File: src/rtl/sat_counter.sv
// Saturating event counter with synchronous clear.
//   clk, rst : clock, asynchronous active-high reset
//   clr      : synchronous clear; takes priority over inc
//   inc      : count one event this cycle
//   q        : current count, sticks at all-ones
module sat_counter #(
   parameter int W = 8
) (
   input  logic         clk,
   input  logic         rst,
   input  logic         clr,
   input  logic         inc,
   output logic [W-1:0] q
);

   localparam logic [W-1:0] ONE = W'(1);

   logic [W-1:0] q_q, q_d;

   always_comb begin
      q_d = q_q;
      if (clr)
         q_d = '0;
      else if (inc && (q_q != '1))
         q_d = q_q + ONE;
   end

   always_ff @(posedge clk or posedge rst) begin
      if (rst) q_q <= '0;
      else     q_q <= q_d;
   end

   assign q = q_q;

endmodule

File: config.mk
export PLATFORM = sky130hd
export DESIGN_NAME = sat_counter
export DESIGN_NICKNAME = d
export VERILOG_FILES = /design/src/rtl/sat_counter.sv
export SDC_FILE = /design/constraint.sdc
export NUM_CORES = 1
export LEC_CHECK = 0
export BUFFER_PORTS_ARGS = -buffer_cell sky130_fd_sc_hd__buf_4
export CAP_MARGIN = 20
export CELL_PAD_IN_SITES_DETAIL_PLACEMENT = 0
export CELL_PAD_IN_SITES_GLOBAL_PLACEMENT = 1
export CORE_AREA = 2 2 39 41
export CTS_CLUSTER_DIAMETER = 150
export CTS_CLUSTER_SIZE = 20
export DETAILED_ROUTE_END_ITERATION = 7
export DIE_AREA = 0 0 41 43
export PLACE_DENSITY = 0.77
export SKIP_LAST_GASP = 1
export SYNTH_ARGS = -nofsm -noshare
export SYNTH_HDL_FRONTEND = slang
export SYNTH_SLANG_ARGS = --single-unit
File: constraint.sdc
create_clock -name clk -period 4.6 [get_ports clk]
set_input_delay 0.46 -clock clk [delete_from_list [all_inputs] [get_ports clk]]
set_output_delay 0.46 -clock clk [all_outputs]
set_load 0.05 [all_outputs]
* After elaboration in Yosys (flattened, before gate mapping)
Cells that the tools add are included.
** Storage, ports and cells
- Bits in registers :: 8
- Output and inout port bits :: 8
- Input port bits :: 4
- Memory bits (read-only) :: 0
- Logic and storage cells :: 7
- RAM bits :: 0
- Memories :: 0
- Latch bits :: 0
** Cells by class
- Magnitude comparators :: 0
- Multiplexer cells :: 2
- Shift-type cells :: 0
- Bitwise gates (word level) :: 0
- Equality and inequality tests :: 1
- Multiply operators :: 0
- $add $sub $neg :: 1
- Reduce and logical (&&, ||, !) cells :: 2
- Divide/modulo/power cells :: 0
** Operators with widths (count)
- $mux 8 :: 2
- $add 8x1->8 const B :: 1
- $ne 8x8->1 const B :: 1
- $reduce_bool 2->1 :: 1
- $logic_and 1x1->1 :: 1

* Longest topological paths before layout
Gate-level depths: netlist (run 1).
- Word-level depth :: 4
- Gate-level depth with buffers :: 4
- Depth with buffers taken out :: 4

* Worst setup path before layout (run 1)
OpenSTA, ideal clock, no wires.
- Path kind :: reg2reg
- From :: register q_q[0] (netlist: q[0])
- To :: register q_q[5] (netlist: q[5])
- Arrival :: 1.689 ns
- Clock period less this slack :: 1.814 ns
- Setup time :: 0.125 ns
- Path buffers :: 0
- Data required time :: 4.475 ns
- Path slack :: 2.786 ns
- Cell stages (with the launch flop) :: 5
- Cells stage by stage :: dfrtp_1 ha_1 and3_1 a211oi_2 mux2_4
** On the way
- Word-level cells in the longest chain between the ends :: 3
- Elaborated cells on any way between the ends :: 6
- Those cells by class :: add/sub: 1; eq/ne: 1; mux: 2; reduce/logical: 2
** RTL lines
- start: declaration :: line 18 : logic [W-1:0] q_q, q_d;
- start signal: assignment :: line 30 : else q_q <= q_d;
- $add 8x1->8 or $ne 8x8->1 (tied branches) :: line 25, 24
- $mux 8 or $logic_and 1x1->1 (tied branches) :: line 24 : else if (inc && (q_q != '1))
- $mux 8 or $reduce_bool 2->1 (tied branches)
Parallel ways exist; a longest one is shown, timed or not. The select of a mux whose other input is x is not followed.
A chain may end at the register's enable or synchronous reset.

* Worst setup path after layout (run 1)
Same ends and word-level chain as after synthesis.

==> results.py, run 1 <==
metrics = {
    "timing": {
        "max_freq_mhz": 623,
        "timing.hold.ws_ps": 152,
        "final_max_slew_viol_count": 0,
        "relSlewSlack_pct": 77.9,
        "worstMarginPinSlew_ps": 331,
        "tns_ps": 0,
        "rsz0062_at_grt": "no",
        "setup_viol": 0,
        "finalHoldViolCount": 0,
        "min_period_over_period_pct": 34.9,
        "fin_skew_ps": 10.6,
        "min_period_ps": 1600,
    },
    "cts": {
        "cts_tree": "built",
        "clkSinkCount": 8,
        "cts_resized": 0,
        "htreeDepth": 1,
        "clockBufferDepth": 2,
        "clockRootBuffer": "clkbuf_4",
        "cts_buffers": 3,
        "cts_setup_buffers": 0,
        "postCtsHoldBufs": 0,
        "cts.reportedPaths.clkPinSlew_ps": 60,
        "clock_latency_ps": 260,
    },
    "final_layout": {
        "largest_register_ff_count": 8,
        "drive_gt1_share_pct": 36.1,
        "area_delta_synth_final_pct": 21.8,
        "final_cell_mix": "buf_4 (11), dfrtp_1 (8)",
        "diodes": 0,
        "final_common_cell": "buf_4",
        "nets": 68,
    },
    "route": {
        "first_iter_violations": 3,
        "wirelength_um": 1030,
        "route.detailed.drc": 0,
        "vias_per_cell": 5.29,
        "ant_nets": 0,
        "dr.pass1.iters": 4,
        "dr_total_vias": 407,
        "wl_per_cell_um": 13.4,
    },
    "placement": {
        "numPortBuffers": 11,
        "hpwl_um": 726,
        "routabilityCongestion": 0.725,
    },
    "floorplan": {
        "initial_utilization_pct": 36.4,
        "die_area_mm2": 0.00176,
        "io_pins": 12,
        "die_h_um": 43,
        "core_region_area_mm2": 0.00138,
        "row_count": 14,
        "die_w_um": 41,
    },
    "worst_setup_path": {
        "critPathArrivalTime_ps": 1750,
        "path_max_fanout": 5,
        "cp_cell_sequence": "ha_1, and3_1, a211oi_2, mux2_4",
        "r2r_start": "q[0]",
        "critPathBufInv": 0,
        "critPathTopFamily": "flip-flops",
        "required_ps": 4750,
        "end_kind": "flop",
        "slowest_delay_ps": 410,
        "critPathLaunchType": "flop",
        "reg2reg_to": "q[5]",
        "criticalPathCategory": "reg2reg",
        "r2r_setup_slack_ps": 3000,
        "rr_worst_depth": 4,
        "worst_path_max_delay_cell": "dfrtp_1",
    },
    "synthesis": {
        "synth_cell_types": 25,
        "ys_ff_latch": 8,
        "ys_seq_area_share_pct": 39.7,
        "netlist_instances": 49,
        "synth_fp_nets": 54,
        "synth_edf_count": 0,
        "syn_avg_cell_area_um2": 10.3,
        "async_reset_ff_share_pct": 100,
        "synthFlopType": "dfrtp_1",
        "syn_area_um2": 504,
        "synth_warnings": 0,
    },
    "global_route": {
        "first_global_vias": 342,
        "overflow": 0,
        "antenna_found_initial": 0,
        "grt_max_degree": 11,
        "grt_pass1_wl_um": 1570,
        "track_usage_pct": 13.4,
    },
    "pwr": {
        "peakVddDrop_mv": 0.143,
        "p_total_w": 0.000151,
        "p_leak_nw": 0.305,
        "p_per_area_mw_per_mm2": 245,
    },
    "outcome": {
        "status": "complete, no violations",
    },
    "flow_run": {
        "drv_cap": 0,
    },
    "hold_path": {
        "min-delay-path-class": "in2async",
    },
}
## worst max-delay path by stage
stage | startpoint | end | cells after the start
after floorplan | q[0] | q[5] | 4
after global placement | q[0] | q[5] | 4
after detailed placement | q[0] | q[5] | 4
after CTS | q[0] | q[5] | 4
after global routing | q[0] | q[5] | 4
final | q[0] | q[5] | 4
## metrics by stage
| stage | utilization [%] | area [um^2] | std cells | setup WS (ps) |
|---|---|---|---|---|
| global route | 44.4 | 614 | 77 | 2950 |
| finish | 44.4 | 614 | 77 | 3000 |
| detailed placement | 42.8 | 592 | 74 | 3000 |
| floorplan | - | 504 | 49 | 2790 |
| CTS | 44.4 | 614 | 77 | 3000 |
| global placement | 42.8 | 592 | 74 | 3010 |
## logic make-up after synthesis
group | synth area share [%]
AOI/OAI and AO/OA | 15.6
adders and majority gates | 2.48
buffers and inverters | 4.47
DFF | 39.7
muxes | 13.9
and+or+nand+nor | 23.8
## final cells by class
cell class,count,area (um^2)
inverters,2,7.51
repair buffers,11,82.6
multi-input cells,37,282
flip-flops and latches,8,200
fillers,137,769
well taps,16,20.0
clock buffers,3,22.5
## layer usage
metal  global-route usage (%)  up-vias  wire (um)
met5                        0        -          0
met4                     4.00        0         14
met3                     6.28        2         62
met2                     20.9       13        488
met1                     15.7      193        464
li1                         -      199          -
## worst register-to-register path: stages (launching register included)
cell	delay (ps)
dfrtp_1	410
ha_1	260
and3_1	250
a211oi_2	250
mux2_4	310
## report_power, final
group | switching (W) | internal (W) | total (W)
clock network | 0.0000255 | 0.0000300 | 0.0000554
registers | 0.00000201 | 0.0000721 | 0.0000741
logic | 0.0000133 | 0.00000778 | 0.0000211
total | 0.0000408 | 0.000110 | 0.000151
## cells in the mapped netlist, types with 2 or more instances
cell	count	area share, %
a21oi_1	2	2.0
a21oi_2	2	3.5
dfrtp_1	8	40
inv_1	2	1.5
mux2_4	4	12
nand2_1	4	3.0
nand3_1	2	2.0
nand4_1	2	2.5
nor2_1	4	3.0
nor2b_1	4	5.0
Note: power is estimated with default switching activity, not from simulation.
==> inputs of run 2 (changes only) <==
--- a/config.mk
+++ b/config.mk
@@ -9,12 +9,11 @@
 export CAP_MARGIN = 20
 export CELL_PAD_IN_SITES_DETAIL_PLACEMENT = 0
 export CELL_PAD_IN_SITES_GLOBAL_PLACEMENT = 1
-export CORE_AREA = 2 2 39 41
+export CORE_UTILIZATION = 34
 export CTS_CLUSTER_DIAMETER = 150
 export CTS_CLUSTER_SIZE = 20
 export DETAILED_ROUTE_END_ITERATION = 7
-export DIE_AREA = 0 0 41 43
-export PLACE_DENSITY = 0.77
+export PLACE_DENSITY = 0.74
 export SKIP_LAST_GASP = 1
 export SYNTH_ARGS = -nofsm -noshare
 export SYNTH_HDL_FRONTEND = slang
==> constraint.sdc (replaced) <==
create_clock -name clk -period 1.34 [get_ports clk]
set_input_delay 0.134 -clock clk [delete_from_list [all_inputs] [get_ports clk]]
set_output_delay 0.134 -clock clk [all_outputs]
set_load 0.05 [all_outputs]
==> run 2 against run 1 <==
Against the previous run:
- the run now ends with negative setup slack left
- power grew to 3.5 times the previous value
- setup slack worse by 3100 ps
- global-route usage is 5.1 points higher
- maximum frequency is 13% higher
- first-iteration DRC count rose to 2.7 times the previous value
- worst hold slack got worse by 17 ps
- register-to-register slack lost 3100 ps
- utilization rose by 11 points
==> results.py, run 2 (synthesis gave the netlist of run 1 again) <==
metrics = {
    "outcome": {
        "violations": "negative setup slack",
        "status": "finished with violations",
    },
    "global_route": {
        "overflow": 0,
        "first_global_vias": 417,
        "grt_max_degree": 11,
        "grt_pass1_wl_um": 1850,
        "antenna_found_initial": 0,
        "track_usage_pct": 18.5,
    },
    "cts": {
        "cts_tree": "built",
        "clkSinkCount": 8,
        "clockRootBuffer": "clkbuf_4",
        "cts_setup_buffers": 0,
        "clockBufferDepth": 2,
        "cts_resized": 0,
        "cts_buffers": 3,
        "clock_latency_ps": 250,
        "cts.reportedPaths.clkPinSlew_ps": 50,
        "htreeDepth": 1,
    },
    "route": {
        "ant_nets": 0,
        "route.detailed.drc": 0,
        "first_iter_violations": 8,
        "wirelength_um": 1140,
        "vias_per_cell": 5.12,
        "dr.pass1.iters": 4,
        "wl_per_cell_um": 12.8,
        "dr_total_vias": 456,
    },
    "final_layout": {
        "regArea_um2": 210,
        "largest_register_ff_count": 8,
        "nets": 81,
        "stdcell_area_um2": 741,
        "drive_gt1_share_pct": 59.5,
        "final_cells": 89,
        "final_common_cell": "buf_4",
        "diodes": 0,
        "final_cell_mix": "buf_4 (23), dfrtp_2 (8)",
        "multi_input_area_um2": 299,
        "area_delta_synth_final_pct": 46.9,
        "fill_cells": 133,
    },
    "timing": {
        "final_max_slew_viol_count": 0,
        "finalHoldViolCount": 0,
        "max_freq_mhz": 706,
        "setup_viol": 2,
        "rsz0062_at_grt": "yes",
        "fin_ws_ps": -76.6,
        "worstMarginPinSlew_ps": 324,
        "relSlewSlack_pct": 78.4,
        "fin_skew_ps": 4.17,
        "min_period_ps": 1420,
        "min_period_over_period_pct": 106,
    },
    "pwr": {
        "p_leak_nw": 0.355,
        "power.internal_w": 0.000392,
        "peakVddDrop_mv": 0.623,
        "net-switching-power_w": 0.000135,
        "p_seq_share_pct": 48.7,
        "p_sw_share_pct": 25.7,
        "pwr-share-clk_pct": 33.9,
        "combinationalPowerShare_pct": 17.4,
        "p_per_area_mw_per_mm2": 712,
    },
    "worst_setup_path": {
        "end_kind": "flop",
        "path_max_fanout": 3,
        "required_ps": 1480,
        "critPathArrivalTime_ps": 1550,
        "criticalPathCategory": "reg2reg",
        "critPathLaunchType": "flop",
    },
    "floorplan": {
        "die_h_um": 40.5,
        "die_area_mm2": 0.00164,
        "initial_utilization_pct": 37.8,
        "core_region_area_mm2": 0.00133,
        "io_pins": 12,
        "die_w_um": 40.5,
        "row_count": 13,
    },
    "flow_run": {
        "drv_cap": 0,
    },
    "placement": {
        "routabilityCongestion": 0.779,
        "place_area_um2": 708,
        "hpwl_um": 879,
        "placed_cells": 85,
        "numPortBuffers": 11,
    },
    "hold_path": {
        "min-delay-path-class": "in2reg",
    },
}
-- run 2: final timing paths --
kind                       start  endpoint  slack, ps  depth (start not counted)
max                         q[1]      q[5]        -80                          4
min                          clr      q[2]        140                          2
max reg2reg                 q[1]      q[5]        -80                          4
min reg2reg                 q[7]      q[7]        680                          2
max in group asynchronous    rst      q[7]        680                          3
min in group asynchronous    rst      q[5]        390                          3
-- run 2: stage by stage --
stage / setup slack, ps / TNS [ps] / utilization, % / power (W) / hold slack (ps)
3_3_place_gp: -53.8 / -84.6 / 53.1 / 0.000348 / 112
4_1_cts: -80.4 / -124 / 55.5 / 0.000540 / 128
3_5_place_dp: -78.3 / -111 / 53.1 / 0.000351 / 115
5_1_grt: -95.1 / -310 / 55.5 / 0.000564 / 140
6_report: -76.6 / -113 / 55.5 / 0.000527 / 136
2_1_floorplan: -210 / -619 / - / 0.000312 / -50.3
-- run 2: layer usage --
metal	routed length [um]	global-route usage, %	up-vias
li1	-	-	229
met4	0	5.00	0
met5	0	0	-
met3	58	10.0	0
met2	579	29.4	10
met1	498	21.5	217
-- run 2: power by group through the flow --
stage | clock, W | combinational (W) | sequential (W)
2_1_floorplan | 0 | 0.0000303 | 0.000282
3_3_place_gp | 0 | 0.0000883 | 0.000260
3_5_place_dp | 0 | 0.0000907 | 0.000261
4_1_cts | 0.000190 | 0.0000934 | 0.000257
5_1_grt | 0.000206 | 0.000100 | 0.000258
6_report | 0.000179 | 0.0000919 | 0.000257
-- run 2: worst max-delay path: stages (launching register included) --
cell      delay (ps)
dfrtp_2          430
ha_4             170
and3_4           190
a211oi_2         210
mux2_4           310
-- run 2: layout make-up --
class	instances	share of cell area [%]
Clock buffer	3	3.04
Inverter	2	1.01
Multi-Input combinational cell	37	40.4
Sequential cell	8	28.4
Tap cell	15	2.53
Timing Repair Buffer	24	24.7
-- run 2: timing repair --
action                     in CTS  in global routing
hold endpoints to repair        8                  0
setup endpoints to repair       2                  6
pin swaps                       0                  1
hold buffers                    1                  0
==> inputs of run 3 (changes only) <==
--- a/config.mk
+++ b/config.mk
@@ -5,15 +5,15 @@
 export SDC_FILE = /design/constraint.sdc
 export NUM_CORES = 1
 export LEC_CHECK = 0
+export ABC_AREA = 1
 export BUFFER_PORTS_ARGS = -buffer_cell sky130_fd_sc_hd__buf_4
-export CAP_MARGIN = 20
 export CELL_PAD_IN_SITES_DETAIL_PLACEMENT = 0
 export CELL_PAD_IN_SITES_GLOBAL_PLACEMENT = 1
-export CORE_UTILIZATION = 34
+export CORE_UTILIZATION = 31
 export CTS_CLUSTER_DIAMETER = 150
 export CTS_CLUSTER_SIZE = 20
 export DETAILED_ROUTE_END_ITERATION = 7
-export PLACE_DENSITY = 0.74
+export PLACE_DENSITY = 0.72
 export SKIP_LAST_GASP = 1
 export SYNTH_ARGS = -nofsm -noshare
 export SYNTH_HDL_FRONTEND = slang
==> run 3 against run 2 <==
Against the previous run:
- the run now ends clean
- setup slack improved by 150 ps
- critical path type unchanged
- non-clock buffer count decreased by 12
- largest power group unchanged
- sequential share of layout area increased by 2.2 points
==> results.py, run 3 <==
metrics = {
    "worst_setup_path": {
        "critPathLaunchType": "flop",
        "required_ps": 1480,
        "rr_worst_depth": 9,
        "slowest_delay_ps": 440,
        "cp_cell_sequence": "ha_4, nand2_4, nor2_4, nand2_2, nand2_4, nand2_4, clkinv_4, nand2_1, nand2_1",
        "end_kind": "flop",
        "criticalPathCategory": "reg2reg",
        "critPathTopFamily": "simple AND/OR/NAND/NOR gates",
        "critPathArrivalTime_ps": 1400,
        "critPathBufInv": 1,
        "path_common_cell": "nand2_4",
        "worst_path_max_delay_cell": "dfrtp_2",
        "path_max_fanout": 6,
        "crit_cells": 9,
    },
    "global_route": {
        "antenna_found_initial": 0,
        "overflow": 0,
        "first_global_vias": 394,
        "track_usage_pct": 14.6,
        "grt_pass1_wl_um": 1950,
        "grt_max_degree": 9,
    },
    "timing": {
        "min_period_over_period_pct": 94.2,
        "relSlewSlack_pct": 78.3,
        "max_freq_mhz": 793,
        "rsz0062_at_grt": "yes",
        "finalHoldViolCount": 0,
        "final_max_slew_viol_count": 0,
        "setup_viol": 0,
        "fin_skew_ps": 8.99,
        "worstMarginPinSlew_ps": 325,
        "min_period_ps": 1260,
        "tns_ps": 0,
        "timing.hold.ws_ps": 166,
    },
    "synthesis": {
        "synth_compound_area_share_pct": 2.96,
        "synth_top_area_share_pct": 39.5,
        "muxShareOfSynthArea_pct": 0,
        "yosysMostFrequentCell": "nand2_1",
        "synthAdderAreaFrac_pct": 2.47,
        "async_reset_ff_share_pct": 100,
        "synthSimpleGateAreaFrac_pct": 39.0,
        "synth_area_leader_cell": "dfrtp_1",
        "syn_avg_cell_area_um2": 7.34,
        "synth.area.top_cells": "dfrtp_1 (40%), nand2_1 (19%), inv_1 (7.4%), xor2_1 (5.2%), nand3_1 (4.9%)",
        "synthFlopType": "dfrtp_1",
        "ys_seq_area_share_pct": 39.5,
        "synth_fp_nets": 74,
        "netlist_instances": 69,
        "synth_cell_types": 16,
        "synth-xor-area-share_pct": 6.91,
        "synthTopCellsByCount": "nand2_1 (25), inv_1 (10), dfrtp_1 (8), nand3_1 (5), nor2_1 (5)",
        "synth_warnings": 0,
        "synth_top_family_by_area": "simple AND/OR/NAND/NOR gates",
        "syn_area_um2": 507,
        "ys_ff_latch": 8,
        "synth_edf_count": 0,
    },
    "cts": {
        "cts_tree": "built",
        "htreeDepth": 1,
        "cts_setup_buffers": 0,
        "clockBufferDepth": 2,
        "clockRootBuffer": "clkbuf_4",
        "cts_buffers": 3,
        "clkSinkCount": 8,
        "cts.reportedPaths.clkPinSlew_ps": 60,
        "clock_latency_ps": 260,
    },
    "floorplan": {
        "core_region_area_mm2": 0.00152,
        "die_w_um": 42.4,
        "row_count": 14,
        "die_area_mm2": 0.00180,
        "initial_utilization_pct": 33.3,
        "io_pins": 12,
        "die_h_um": 42.4,
    },
    "final_layout": {
        "final_cells": 101,
        "regArea_um2": 208,
        "diodes": 0,
        "largest_register_ff_count": 8,
        "fill_cells": 175,
        "nets": 91,
        "final_util_pct": 44.5,
        "area_delta_synth_final_pct": 33.8,
        "multi_input_area_um2": 285,
        "drive_gt1_share_pct": 34.1,
        "final_cell_mix": "nand2_1 (25), buf_4 (11), inv_1 (10)",
        "final_common_cell": "nand2_1",
    },
    "placement": {
        "placed_cells": 96,
        "hpwl_um": 825,
        "numPortBuffers": 11,
        "routabilityCongestion": 0.754,
    },
    "route": {
        "route.detailed.drc": 0,
        "wirelength_um": 1120,
        "dr_total_vias": 457,
        "dr.pass1.iters": 4,
        "wl_per_cell_um": 11.1,
        "ant_nets": 0,
        "vias_per_cell": 4.52,
        "first_iter_violations": 7,
    },
    "pwr": {
        "peakVddDrop_mv": 0.524,
        "p_leak_nw": 0.371,
        "p_per_area_mw_per_mm2": 826,
    },
    "flow_run": {
        "drv_cap": 0,
    },
    "hold_path": {
        "hold_path_depth": 4,
        "min-delay-path-class": "in2reg",
    },
    "outcome": {
        "status": "complete, no violations",
    },
}
## run 3: cell types whose count changed after synthesis, moves of 2 or more
| cell | before | now |
|---|---|---|
| a21oi_2 | 2 | 0 |
| inv_1 | 2 | 10 |
| mux2_4 | 4 | 0 |
| nand2_1 | 4 | 25 |
| nand2_2 | 0 | 2 |
| nand2_4 | 0 | 2 |
| nand3_1 | 2 | 5 |
| nand4_1 | 2 | 0 |
| nor2b_1 | 4 | 0 |
| xor2_1 | 0 | 3 |
## run 3: cell type report
class                   count  area share (%)
clock buffers               4            3.87
inverters                  11            6.83
multi-input cells          50            42.1
flip-flops and latches      8            30.6
well taps                  16            2.95
repair buffers             12            13.7
## run 3: stage by stage
step / total power [W] / area (um^2) / setup slack [ps]
6_report: 0.000560 / 678 / 78.3
2_1_floorplan: 0.000326 / 534 / 2.30
4_1_cts: 0.000570 / 673 / 6.91
3_5_place_dp: 0.000359 / 637 / 21.0
3_3_place_gp: 0.000359 / 637 / 41.6
5_1_grt: 0.000599 / 678 / -16.6
## run 3: cells by family (layout without fill, tap and decap cells)
kind of cell    count (synthesis)  count (layout)
buf+inv                        11              27
compound gates                  3               3
flops                           8               8
xor+xnor                        4               4
fa+ha+maj                       1               1
simple gates                   42              42
## run 3: per-layer routing
layer  GRT usage, %  share of wire (%)  routed length [um]
met1           21.2                 49                 554
met2           19.4                 45                 507
met3           5.60                4.2                  47
met4           5.63                1.3                  15
met5              0                  0                   0
## run 3: path summary, 6_finish.rpt
check / start / endpoint / slack (ps)
min reg2reg: q[3] / q[3] / 550
min: clr / q[7] / 170
min in group asynchronous: rst / q[3] / 400
max: q[1] / q[4] / 80
max reg2reg: q[1] / q[4] / 80
max in group asynchronous: rst / q[4] / 670
## run 3: where the power goes
group	internal, W	leakage, nW	total, W	switching [W]
registers	0.000250	0.100	0.000261	0.0000111
logic	0.0000329	0.256	0.0000953	0.0000624
clock network	0.000114	0.0150	0.000203	0.0000891
total	0.000397	0.371	0.000560	0.000163
## run 3: repair_timing
item	in CTS	in global routing
hold buffers	1	0
gates resized for setup	0	1
setup endpoints to repair	0	5
endpoints found under the hold margin	8	0
## run 3: worst min-delay path, stage by stage
cell and delay (ps):
buf_4 110, a21oi_1 40, nand2_1 60, inv_1 30
